**src/rtl/avalon_st_arbiter_if.sv**
```systemverilog
// avalon_st_arbiter_if: per-source Avalon-ST inputs and the shared sink port of the arbiter
interface avalon_st_arbiter_if #(
    parameter int NUM_SRC = 3,
    parameter int DATA_W  = 8
);
    logic [NUM_SRC-1:0]        src_valid;
    logic [NUM_SRC-1:0]        src_ready;
    logic [NUM_SRC*DATA_W-1:0] src_data;
    logic                      out_valid;
    logic                      out_ready;
    logic [DATA_W-1:0]         out_data;
    logic [1:0]                out_channel;
    logic                      busy;
    modport master (
        input  src_valid, src_data, out_ready,
        output src_ready, out_valid, out_data, out_channel, busy
    );
    modport slave (
        output src_valid, src_data, out_ready,
        input  src_ready, out_valid, out_data, out_channel, busy
    );
endinterface

```
**src/rtl/avalon_st_arbiter.sv**
```systemverilog
// avalon_st_arbiter: burst arbiter sharing one Avalon-ST sink, round-robin or fixed priority via AVALON_ARB_FIXED_PRIO_EN
module avalon_st_arbiter #(
    parameter int NUM_SRC   = 3,
    parameter int DATA_W    = 8,
    parameter int MAX_BURST = 4
) (
    input logic clk,
    input logic reset,
    avalon_st_arbiter_if.master bus
);
    localparam int GW = $clog2(NUM_SRC);
    typedef enum logic {IDLE, GRANT} state_t;
    state_t            state_q, state_d;
    logic [GW-1:0]     grant_q, grant_d, last_grant_q, last_grant_d, pick;
    logic [3:0]        beat_cnt_q, beat_cnt_d;
    logic              out_valid_q, out_valid_d;
    logic [DATA_W-1:0] out_data_q, out_data_d;
    logic [1:0]        out_channel_q, out_channel_d;
    logic              free, req, accept;
    assign free   = ~out_valid_q | bus.out_ready;
    assign req    = bus.src_valid[grant_q];
    assign accept = (state_q == GRANT) & req & free;
    assign bus.src_ready   = (state_q == GRANT && free) ? NUM_SRC'(1) << grant_q : '0;
    assign bus.busy        = state_q == GRANT;
    assign bus.out_valid   = out_valid_q;
    assign bus.out_data    = out_data_q;
    assign bus.out_channel = out_channel_q;
    // choose the next source: lowest index, or first requester after the last grant
    always_comb begin
        pick = last_grant_q;
`ifdef AVALON_ARB_FIXED_PRIO_EN
        for (int i = NUM_SRC - 1; i >= 0; i--)
            if (bus.src_valid[i]) pick = GW'(i);
`else
        for (int k = NUM_SRC; k >= 1; k--)
            for (int i = 0; i < NUM_SRC; i++)
                if (bus.src_valid[i] && i == (int'(last_grant_q) + k) % NUM_SRC) pick = GW'(i);
`endif
    end
    // grant FSM next state and output register next values
    always_comb begin
        state_d       = state_q;
        grant_d       = grant_q;
        last_grant_d  = last_grant_q;
        beat_cnt_d    = accept ? beat_cnt_q + 4'd1 : beat_cnt_q;
        out_valid_d   = accept | (out_valid_q & ~bus.out_ready);
        out_data_d    = accept ? bus.src_data[grant_q*DATA_W +: DATA_W] : out_data_q;
        out_channel_d = accept ? 2'(grant_q) : out_channel_q;
        if (state_q == IDLE) begin
            if (|bus.src_valid) begin
                grant_d    = pick;
                beat_cnt_d = '0;
                state_d    = GRANT;
            end
        end else if (!req || (accept && beat_cnt_q == 4'(MAX_BURST - 1))) begin
            last_grant_d = grant_q;
            state_d      = IDLE;
        end
    end
    // state and output registers; reset restarts arbitration at source 0
    always_ff @(posedge clk or posedge reset) begin
        if (reset) begin
            state_q       <= IDLE;
            grant_q       <= '0;
            last_grant_q  <= GW'(NUM_SRC - 1);
            beat_cnt_q    <= '0;
            out_valid_q   <= 1'b0;
            out_data_q    <= '0;
            out_channel_q <= '0;
        end else begin
            state_q       <= state_d;
            grant_q       <= grant_d;
            last_grant_q  <= last_grant_d;
            beat_cnt_q    <= beat_cnt_d;
            out_valid_q   <= out_valid_d;
            out_data_q    <= out_data_d;
            out_channel_q <= out_channel_d;
        end
    end
endmodule

```
**src/flat_wrapper.sv**
```systemverilog
// flat-port wrapper written by rule: the top's interface ports become plain ports
module avalon_st_arbiter_flat 
#(
    parameter int NUM_SRC   = 3,
    parameter int DATA_W    = 8,
    parameter int MAX_BURST = 4
)
  (clk, reset, bus_src_valid, bus_src_data, bus_out_ready, bus_src_ready, bus_out_valid, bus_out_data, bus_out_channel, bus_busy);
  avalon_st_arbiter_if #(.NUM_SRC(NUM_SRC), .DATA_W(DATA_W)) bus_i ();
  input logic clk;
  input logic reset;
  input wire logic [$bits(bus_i.src_valid)-1:0] bus_src_valid;
  input wire logic [$bits(bus_i.src_data)-1:0] bus_src_data;
  input wire logic [$bits(bus_i.out_ready)-1:0] bus_out_ready;
  output wire logic [$bits(bus_i.src_ready)-1:0] bus_src_ready;
  output wire logic [$bits(bus_i.out_valid)-1:0] bus_out_valid;
  output wire logic [$bits(bus_i.out_data)-1:0] bus_out_data;
  output wire logic [$bits(bus_i.out_channel)-1:0] bus_out_channel;
  output wire logic [$bits(bus_i.busy)-1:0] bus_busy;
  assign bus_i.src_valid = bus_src_valid;
  assign bus_i.src_data = bus_src_data;
  assign bus_i.out_ready = bus_out_ready;
  assign bus_src_ready = bus_i.src_ready;
  assign bus_out_valid = bus_i.out_valid;
  assign bus_out_data = bus_i.out_data;
  assign bus_out_channel = bus_i.out_channel;
  assign bus_busy = bus_i.busy;
  avalon_st_arbiter #(.NUM_SRC(NUM_SRC), .DATA_W(DATA_W), .MAX_BURST(MAX_BURST)) u_core (.clk(clk), .reset(reset), .bus(bus_i));
endmodule
```
**config.mk**
```make
export PLATFORM = sky130hd
export DESIGN_NAME = avalon_st_arbiter_flat
export DESIGN_NICKNAME = d
export VERILOG_FILES = /design/src/rtl/avalon_st_arbiter_if.sv /design/src/rtl/avalon_st_arbiter.sv /design/src/flat_wrapper.sv
export SDC_FILE = /design/constraint.sdc
export NUM_CORES = 1
export LEC_CHECK = 0
export BUFFER_PORTS_ARGS = -buffer_cell sky130_fd_sc_hd__buf_2
export CAP_MARGIN = 20
export CORE_MARGIN = 3
export CORE_UTILIZATION = 48
export DETAILED_ROUTE_END_ITERATION = 10
export GPL_ROUTABILITY_DRIVEN = 0
export MAX_ROUTING_LAYER = met4
export PLACE_DENSITY = 0.77
export RECOVER_POWER = 25
export SLEW_MARGIN = 20
export SYNTH_ARGS = -nofsm -noshare
export SYNTH_HDL_FRONTEND = slang
export SYNTH_SLANG_ARGS = --single-unit
```
**constraint.sdc**
```tcl
create_clock -name clk -period 2.4 [get_ports clk]
set_input_delay 0.12 -clock clk [delete_from_list [all_inputs] [get_ports clk]]
set_output_delay 0.12 -clock clk [all_outputs]
set_load 0.02 [all_outputs]
```
==> After elaboration in Yosys (flattened, before gate mapping) <==
Index checks and enable logic that the tools add are counted.
{ "op_classes": {"magnitude_cmp": 1, "div_mod_pow": 3, "eq_ne": 7, "n_reduce_logical": 19, "mux": 18, "n_addsub": 4, "shift": 2, "bitwise_logic": 8} }
{ "op_table": {"columns": ["op", "count"], "rows": [
  ["== test 2 x 32 -> 1 bit (first input constant)", 3],
  ["== test 3 x 32 -> 1 bit (first input constant)", 3],
  ["logical NOT 32 bit", 3],
  ["remainder unit 32 x 3 -> 32 bit (second input constant)", 3],
  ["indexed part select 24 x 6 -> 8 bit", 1],
  ["2-to-1 mux 2 bit", 9],
  ["2-to-1 mux 4 bit", 3],
  ["logical AND 1 bit", 11],
  ["adder 2 x 2 -> 3 bit (second input constant)", 2],
  ["adder 4 x 1 -> 4 bit (second input constant)", 1],
  ["== test 4 x 2 -> 1 bit (second input constant)", 1],
  ["2-to-1 mux 1 bit", 4],
  ["AND reduction 2 bit", 2],
  ["adder 2 x 1 -> 3 bit (second input constant)", 1],
  ["bitwise AND 1 bit", 3],
  ["less-than comparator 2 x 3 -> 1 bit (second input constant)", 1],
  ["2-to-1 mux 3 bit", 1],
  ["inverter 1 bit", 3],
  ["OR reduction 3 bit", 1],
  ["<< shifter 1 x 2 -> 3 bit (first input constant)", 1],
  ["binary-select mux 1 bit (select 2 bit)", 1],
  ["bitwise OR 1 bit", 2],
  ["logical NOT 1 bit", 1],
  ["logical OR 1 bit", 1]
]} }
{ "word_totals": {"elab_cells": 69, "in_bits": 30, "reg_bits": 20} }

==> Depth between registers and ports, before layout <==
Gate-level depths: netlist (run 1).
{ "logic_depth": {"word_depth": 13, "mapped_depth": 6, "mapped_depth_nobuf": 6} }

==> Worst setup path after synthesis (run 1) <==
OpenSTA, ideal clock, no wires.
{ "synth_timing": {"path_type": "reg2reg", "start": "register u_core.last_grant_q[1]", "end": "register u_core.grant_q[0]", "n_path_buf": 0, "setup_slack_ps": 617, "setup_time_ps": 77, "arrival_ps": 1705, "t_required_ps": 2323, "path_stages_with_launch": 6, "cell_sequence": "dfstp_2 > ha_1 > nor2b_1 > o21a_1 > or4_1 > a21oi_1"} }
{ "synth_via": {"elab_chain_len": 13} }
{ "synth_lines": {"columns": ["item", "line", "rtl"], "rows": [
  ["start: declaration", "avalon_st_arbiter.sv:14", "logic [GW-1:0] grant_q, grant_d, last_grant_q, last_grant_d, pick;"],
  ["start signal: assignment", "avalon_st_arbiter.sv:65", "last_grant_q <= GW'(NUM_SRC - 1);"],
  ["start signal: assignment", "avalon_st_arbiter.sv:73", "last_grant_q <= last_grant_d;"],
  ["adder 2 x 2 -> 3 bit", "avalon_st_arbiter.sv:37", "if (bus.src_valid[i] && i == (int'(last_grant_q) + k) % NUM_SRC) pick = GW'(i);"],
  ["remainder unit 32 x 3 -> 32 bit", "avalon_st_arbiter.sv:37", null],
  ["logical NOT 32 bit", "avalon_st_arbiter.sv:37", null],
  ["logical AND 1 bit", "avalon_st_arbiter.sv:37", null],
  ["2-to-1 mux 2 bit (8 in series)", "avalon_st_arbiter.sv:37", null],
  ["2-to-1 mux 2 bit (*)", "avalon_st_arbiter.sv:37", null],
  ["end signal: assignment", "avalon_st_arbiter.sv:72", "grant_q <= grant_d;"],
  ["end: declaration", "avalon_st_arbiter.sv:14", null]
]} }
Mark *: on every way between the ends. The rest lies on a longest branch, timed or not.
A chain may end at the register's enable or synchronous reset.

==> Final worst setup path (run 1) <==
Ends and elaborated chain as after synthesis.

==> flow_metrics.py, run 1 <==
metrics = {
    "synthesis": {
        "synth_area_um2": 1230,
        "synth_area_leaders": "dfrtp_1 39%, mux2_2 11%, mux2i_1 8.1%",
        "synth_fp_nets": 157,
        "synth-seq-cells": 20,
        "synthArstFlopShare_pct": 100,
        "synth.yosys.seq_area_share_pct": 40.8,
        "syn_inst": 124,
        "syn_area_per_cell_um2": 9.91,
        "yosys.cell_count.top_type": "dfrtp_1",
        "synth_edf_count": 0,
        "synth.distinct_cells": 39,
        "yosysTopAreaCellShare_pct": 38.7,
        "yosysWarnings": 0,
        "synth_flop_cell": "dfrtp_1",
        "synth_largest_area_cell": "dfrtp_1",
        "synth_common_cells": "19 x dfrtp_1, 15 x o21ai_0, 14 x nand2_1",
    },
    "global_route": {
        "met3_usage_pct": 3.22,
        "met2_usage_pct": 33.8,
        "antenna_found_initial": 0,
        "use_met1_pct": 23.4,
        "grt_max_degree": 21,
        "globalRouteTotalUtil_pct": 19.1,
        "busiest_layer": "met2",
        "grt_pass1_vias": 1086,
        "grt_first_pass_wirelength_um": 4810,
        "grt-ovfl-total": 0,
    },
    "layout": {
        "multi_input_area_um2": 669,
        "register_area_um2": 502,
        "fillers": 205,
        "drive_gt1_share_pct": 32.9,
        "layout.nets": 201,
        "areaGrowthSynthToFinish_pct": 22.2,
        "utilization_pct": 64.8,
        "insertedDiodeCount": 0,
    },
    "timing": {
        "rsz0062_at_grt": "false",
        "fin_setup_tns_ns": 0,
        "setup_viol": 0,
        "fin_ws_ns": 0.480,
        "tightest_slew_ns": 0.750,
        "fmax_mhz": 521,
        "period_minus_slack_ns": 1.92,
        "hold_viol": 0,
        "slew_viol_final": 0,
        "slew-limit-headroom_pct": 50.0,
        "finalClockSkew_ns": 0.00663,
        "fin_crit_sh_pct": 80.0,
    },
    "pwr": {
        "total_power_mw": 2.01,
        "powerDensity_nw_per_um2": 1340,
        "ir_worst_vdd_mv": 0.863,
        "leakagePower_nw": 0.695,
    },
    "die": {
        "dieWidth_um": 56.6,
        "rows": 17,
        "start_util_pct": 53.0,
        "die_area_um2": 3200,
        "coreArea_um2": 2320,
        "dieHeight_um": 56.6,
        "io_pins": 45,
    },
    "setup_path": {
        "cp_slowest_cell": "dfstp_2",
        "critPathMaxStageDelay_ns": 0.57,
        "crit_type": "reg2reg",
        "r2r_slack_ns": 0.48,
        "end_kind": "flip-flop",
        "critPathLaunchType": "flip-flop",
        "worst_ep_required_time_ns": 2.63,
        "critPathBufInv": 0,
        "crit_start": "u_core.last_grant_q[1]",
        "crit_fanout": 7,
        "critPathTopFamily": "simple AND/OR/NAND/NOR gates",
        "crit_chain": "ha_1 > nor2b_1 > o21a_1 > or4_1 > a21oi_1",
        "worstPathArrival_ns": 2.15,
        "rr_startpoint": "u_core.last_grant_q[1]",
    },
    "clock_tree": {
        "clock-root-buffer": "clkbuf_4",
        "cts_setup_buffers": 0,
        "path_clk_slew_ns": 0.11,
        "cts_tree": "built",
        "clk_path_buf_depth": 2,
        "cts_inserted_buffers": 3,
        "clk_latency_ns": 0.30,
        "htreeDepth": 1,
        "cts_resized": 0,
        "cts.sinks": 20,
    },
    "min_path": {
        "hold_start": "bus_out_ready",
        "hp-class": "in2reg",
    },
    "route": {
        "drt_pass1_iterations": 4,
        "remaining_drc_errors": 0,
        "ant_nets": 0,
        "vias": 1107,
        "viasPerCell": 5.68,
        "routed_wl_um": 2900,
        "drt_iter0_markers": 40,
        "wire_per_inst_um": 14.9,
    },
    "place": {
        "pre_cts_slack_ns": 0.534,
        "portBuffers": 44,
        "dp_hpwl_um": 2140,
    },
    "run": {
        "cap_viol_max_count": 0,
    },
    "run_status": {
        "status": "finished, final reports clean",
    },
}
-- path summary, 6_finish.rpt --
check	endpoint	depth (start not counted)
setup / recovery	u_core.grant_q[0]	5
hold / removal	u_core.bus.out_valid	3
setup reg to reg	u_core.grant_q[0]	5
hold reg to reg	u_core.beat_cnt_q[3]	1
max in group asynchronous	u_core.bus.out_data[5]	3
min in group asynchronous	u_core.beat_cnt_q[3]	3
-- through the flow --
stage,hold slack [ns],cell area [µm²],cells
finish,0.134,1500,195
global route,0.156,1500,195
floorplan,0.0831,1230,124
CTS,0.134,1520,195
global placement,0.289,1450,190
detailed placement,0.292,1450,190
-- report_power, final --
group,internal [mW],switching (mW),total (mW)
Combinational,0.464,0.636,1.10
Clock,0.169,0.107,0.276
Sequential,0.485,0.145,0.631
-- area by class of cell --
class	instances	share of cell area (%)
Inverter	5	1.25
Multi-Input combinational cell	92	44.6
Clock buffer	3	1.50
Clock inverter	1	2.00
Sequential cell	20	33.4
Timing Repair Buffer	46	14.9
Tap cell	28	2.33
-- what timing repair did --
item                                    4_1_cts  5_1_grt
hold buffers                                  1        0
hold endpoints to repair                     19        0
endpoints found under the setup margin        0        0
-- registers in the layout, summed over array words and instances (netlist names) --
signal / count
u_core.beat_cnt_q: 4
u_core.bus.busy: 1
u_core.bus.out_channel: 2
u_core.bus.out_data: 8
u_core.bus.out_valid: 1
u_core.grant_q: 2
u_core.last_grant_q: 2
-- layer usage --
metal  vias to the layer above  routed length (µm)
li1                        538                   -
met1                       527                1250
met2                        40                1470
met3                         2                 179
met4                         0                   5
met5                         -                   0
-- layout by cell type, fill, tap and decap left out, types with 3 or more instances in the layout --
master,instances
buf_2,33
a21oi_1,5
nor3_1,3
dfrtp_1,19
ha_1,3
nand2_1,14
o21ai_0,15
mux2i_1,10
mux2_2,12
clkbuf_4,3
inv_1,5
nor2_1,3
clkbuf_1,11
-- worst min-delay path: stages --
cell	delay, ns
buf_2	0.07
nand2b_1	0.14
nand2_1	0.07
-- kinds of logic (layout without fill, tap and decap cells) --
logic type	count (synthesis)	count (layout)	synth area share (%)
DFF	20	20	40.8
adders and majority gates	3	3	3.06
buffers and inverters	12	55	4.68
muxes	22	22	19.1
and+or+nand+nor	33	33	14.7
AOI/OAI and AO/OA	34	34	17.6
Power figures use the tool's default switching activity.
==> run 2, diff against run 1 <==
--- a/config.mk
+++ b/config.mk
@@ -8,11 +8,11 @@
 export BUFFER_PORTS_ARGS = -buffer_cell sky130_fd_sc_hd__buf_2
 export CAP_MARGIN = 20
 export CORE_MARGIN = 3
-export CORE_UTILIZATION = 48
+export CORE_UTILIZATION = 44
 export DETAILED_ROUTE_END_ITERATION = 10
 export GPL_ROUTABILITY_DRIVEN = 0
 export MAX_ROUTING_LAYER = met4
-export PLACE_DENSITY = 0.77
+export PLACE_DENSITY = 0.74
 export RECOVER_POWER = 25
 export SLEW_MARGIN = 20
 export SYNTH_ARGS = -nofsm -noshare
==> constraint.sdc (replaced) <==
create_clock -name clk -period 1.6 [get_ports clk]
set_input_delay 0.08 -clock clk [delete_from_list [all_inputs] [get_ports clk]]
set_output_delay 0.08 -clock clk [all_outputs]
set_load 0.02 [all_outputs]
==> run 2 against run 1 <==
  * The flow now finishes with violations (setup timing)
  * Register-to-register slack got worse by 0.64 ns
  * Clock power rose by 9.8%
  * Routed wire length rose by 6.0%
  * Sequential cell count did not move
  * Non-clock buffer count rose by 12
  * Total power rose by 69%
==> flow_metrics.py, run 2 (synthesis gave the netlist of run 1 again) <==
metrics = {
    "place": {
        "placed_cell_area_um2": 1550,
        "portBuffers": 44,
        "dp_hpwl_um": 2250,
    },
    "timing": {
        "fin_ws_ns": -0.161,
        "rsz0062_at_grt": "true",
        "fmax_mhz": 568,
        "setup_viol": 1,
        "slew_viol_final": 0,
        "hold_viol": 0,
        "finalClockSkew_ns": 0.00580,
        "period_minus_slack_ns": 1.76,
        "fin_crit_sh_pct": 110,
        "slew-limit-headroom_pct": 28.0,
        "tightest_slew_ns": 1.08,
    },
    "run_status": {
        "violations": "setup timing",
        "status": "finished, violations left",
    },
    "layout": {
        "final_cell_mix": "43 x buf_2, 18 x dfrtp_1, 14 x o21ai_0",
        "areaGrowthSynthToFinish_pct": 36.6,
        "register_area_um2": 503,
        "drive_gt1_share_pct": 48.9,
        "insertedDiodeCount": 0,
        "layout.nets": 214,
        "layout_commonest_cell": "buf_2",
        "design_area_um2": 1680,
        "utilization_pct": 65.4,
        "multi_input_area_um2": 752,
        "fillers": 226,
        "largest_reg_flops": 8,
    },
    "pwr": {
        "p_sw_mw": 1.49,
        "ir_worst_vdd_mv": 1.24,
        "p_clk_share_pct": 8.9,
        "seq_power_share_pct": 27.4,
        "p_int_mw": 1.91,
        "leakagePower_nw": 0.794,
        "pwr-share-comb_pct": 63.6,
        "swShare_pct": 43.8,
        "powerDensity_nw_per_um2": 2020,
    },
    "run": {
        "cap_viol_max_count": 0,
    },
    "setup_path": {
        "critPathLaunchType": "flip-flop",
        "cp_slowest_cell": "dfstp_2",
        "rr_startpoint": "u_core.last_grant_q[1]",
        "worstPathArrival_ns": 2.01,
        "critPathMaxStageDelay_ns": 0.60,
        "r2r_cells": 6,
        "crit_type": "reg2reg",
        "crit_chain": "inv_1 > ha_4 > o21ai_2 > o31ai_1 > or4_1 > a21oi_2",
        "worst_ep_required_time_ns": 1.85,
        "crit_fanout": 4,
        "end_kind": "flip-flop",
        "worst_r2r_endpoint": "u_core.grant_q[0]",
        "critPathBufInv": 1,
        "critPathTopFamily": "flip-flops",
        "r2r_slack_ns": -0.16,
    },
    "global_route": {
        "antenna_found_initial": 0,
        "grt_max_degree": 21,
        "grt-ovfl-total": 0,
        "grt_pass1_vias": 1115,
        "grt_first_pass_wirelength_um": 4790,
        "globalRouteTotalUtil_pct": 18.3,
    },
    "die": {
        "dieWidth_um": 58.8,
        "start_util_pct": 47.9,
        "coreArea_um2": 2570,
        "io_pins": 45,
        "dieHeight_um": 58.8,
        "die_area_um2": 3460,
        "rows": 18,
    },
    "min_path": {
        "hold_end": "u_core.bus.out_valid",
        "hp-class": "in2reg",
        "hold_start": "bus_out_ready",
        "whs_path_depth": 3,
    },
    "clock_tree": {
        "cts_tree": "built",
        "clk_path_buf_depth": 2,
        "cts.sinks": 20,
        "cts_inserted_buffers": 3,
        "clk_latency_ns": 0.31,
        "htreeDepth": 1,
        "clock-root-buffer": "clkbuf_4",
        "path_clk_slew_ns": 0.12,
    },
    "route": {
        "ant_nets": 0,
        "drt_iter0_markers": 18,
        "viasPerCell": 5.54,
        "drt_pass1_iterations": 4,
        "vias": 1163,
        "wire_per_inst_um": 14.7,
        "routed_wl_um": 3080,
        "remaining_drc_errors": 0,
    },
}
run 2: tightest hold or removal path, stage by stage:
cell      delay (ns)
buf_2           0.08
nand2b_4        0.15
nand2_1         0.06
run 2: what timing repair did:
item,4_1_cts,5_1_grt
hold endpoints to repair,19,0
setup endpoints to repair,4,13
hold buffers,1,0
pin swaps,2,3
gates cloned,0,1
setup buffers,0,1
resized for setup,4,10
run 2: area by class of cell:
class | count | share of cell area [%]
multi-input cells | 93 | 44.8
flip-flops and latches | 20 | 30.0
repair buffers | 58 | 19.7
well taps | 30 | 2.24
clock buffers | 4 | 2.16
inverters | 5 | 1.12
run 2: how the worst max path moves through the flow:
stage / start / end / slack, ns / cells past startpoint
floorplan: u_core.last_grant_q[1] / u_core.grant_q[0] / -0.08 / 5
global placement: u_core.last_grant_q[1] / u_core.grant_q[0] / -0.12 / 5
detailed placement: u_core.last_grant_q[1] / u_core.grant_q[0] / -0.17 / 5
CTS: u_core.last_grant_q[1] / u_core.grant_q[0] / -0.14 / 5
global route: u_core.last_grant_q[1] / u_core.grant_q[0] / -0.21 / 6
finish: u_core.last_grant_q[1] / u_core.grant_q[0] / -0.16 / 6
run 2: stage by stage:
step	hold WS, ns	total power [mW]	setup TNS [ns]	instances	worst slack [ns]
final	0.0861	3.40	-0.161	210	-0.161
after CTS	0.0823	3.24	-0.391	208	-0.138
after detailed placement	0.118	2.89	-0.165	203	-0.165
after global routing	0.0924	3.66	-0.231	210	-0.208
after global placement	0.111	2.79	-0.116	203	-0.116
after floorplan	0.0431	2.26	-0.0808	124	-0.0808
run 2: per-layer routing:
metal  wire length [µm]  track usage [%]  up-vias
li1                   -                -      564
met2               1550             30.4       40
met1               1280             22.0      551
met5                  0                -        -
met4                 56             7.44        0
met3                185             2.85        8
run 2: power by group through the flow:
| stage | sequential (mW) | combinational [mW] | clock (mW) |
|---|---|---|---|
| 2_1_floorplan | 1.03 | 1.23 | 0 |
| 3_3_place_gp | 0.895 | 1.89 | 0 |
| 3_5_place_dp | 0.915 | 1.97 | 0 |
| 4_1_cts | 0.905 | 2.01 | 0.315 |
| 5_1_grt | 0.972 | 2.35 | 0.338 |
| 6_report | 0.932 | 2.16 | 0.303 |
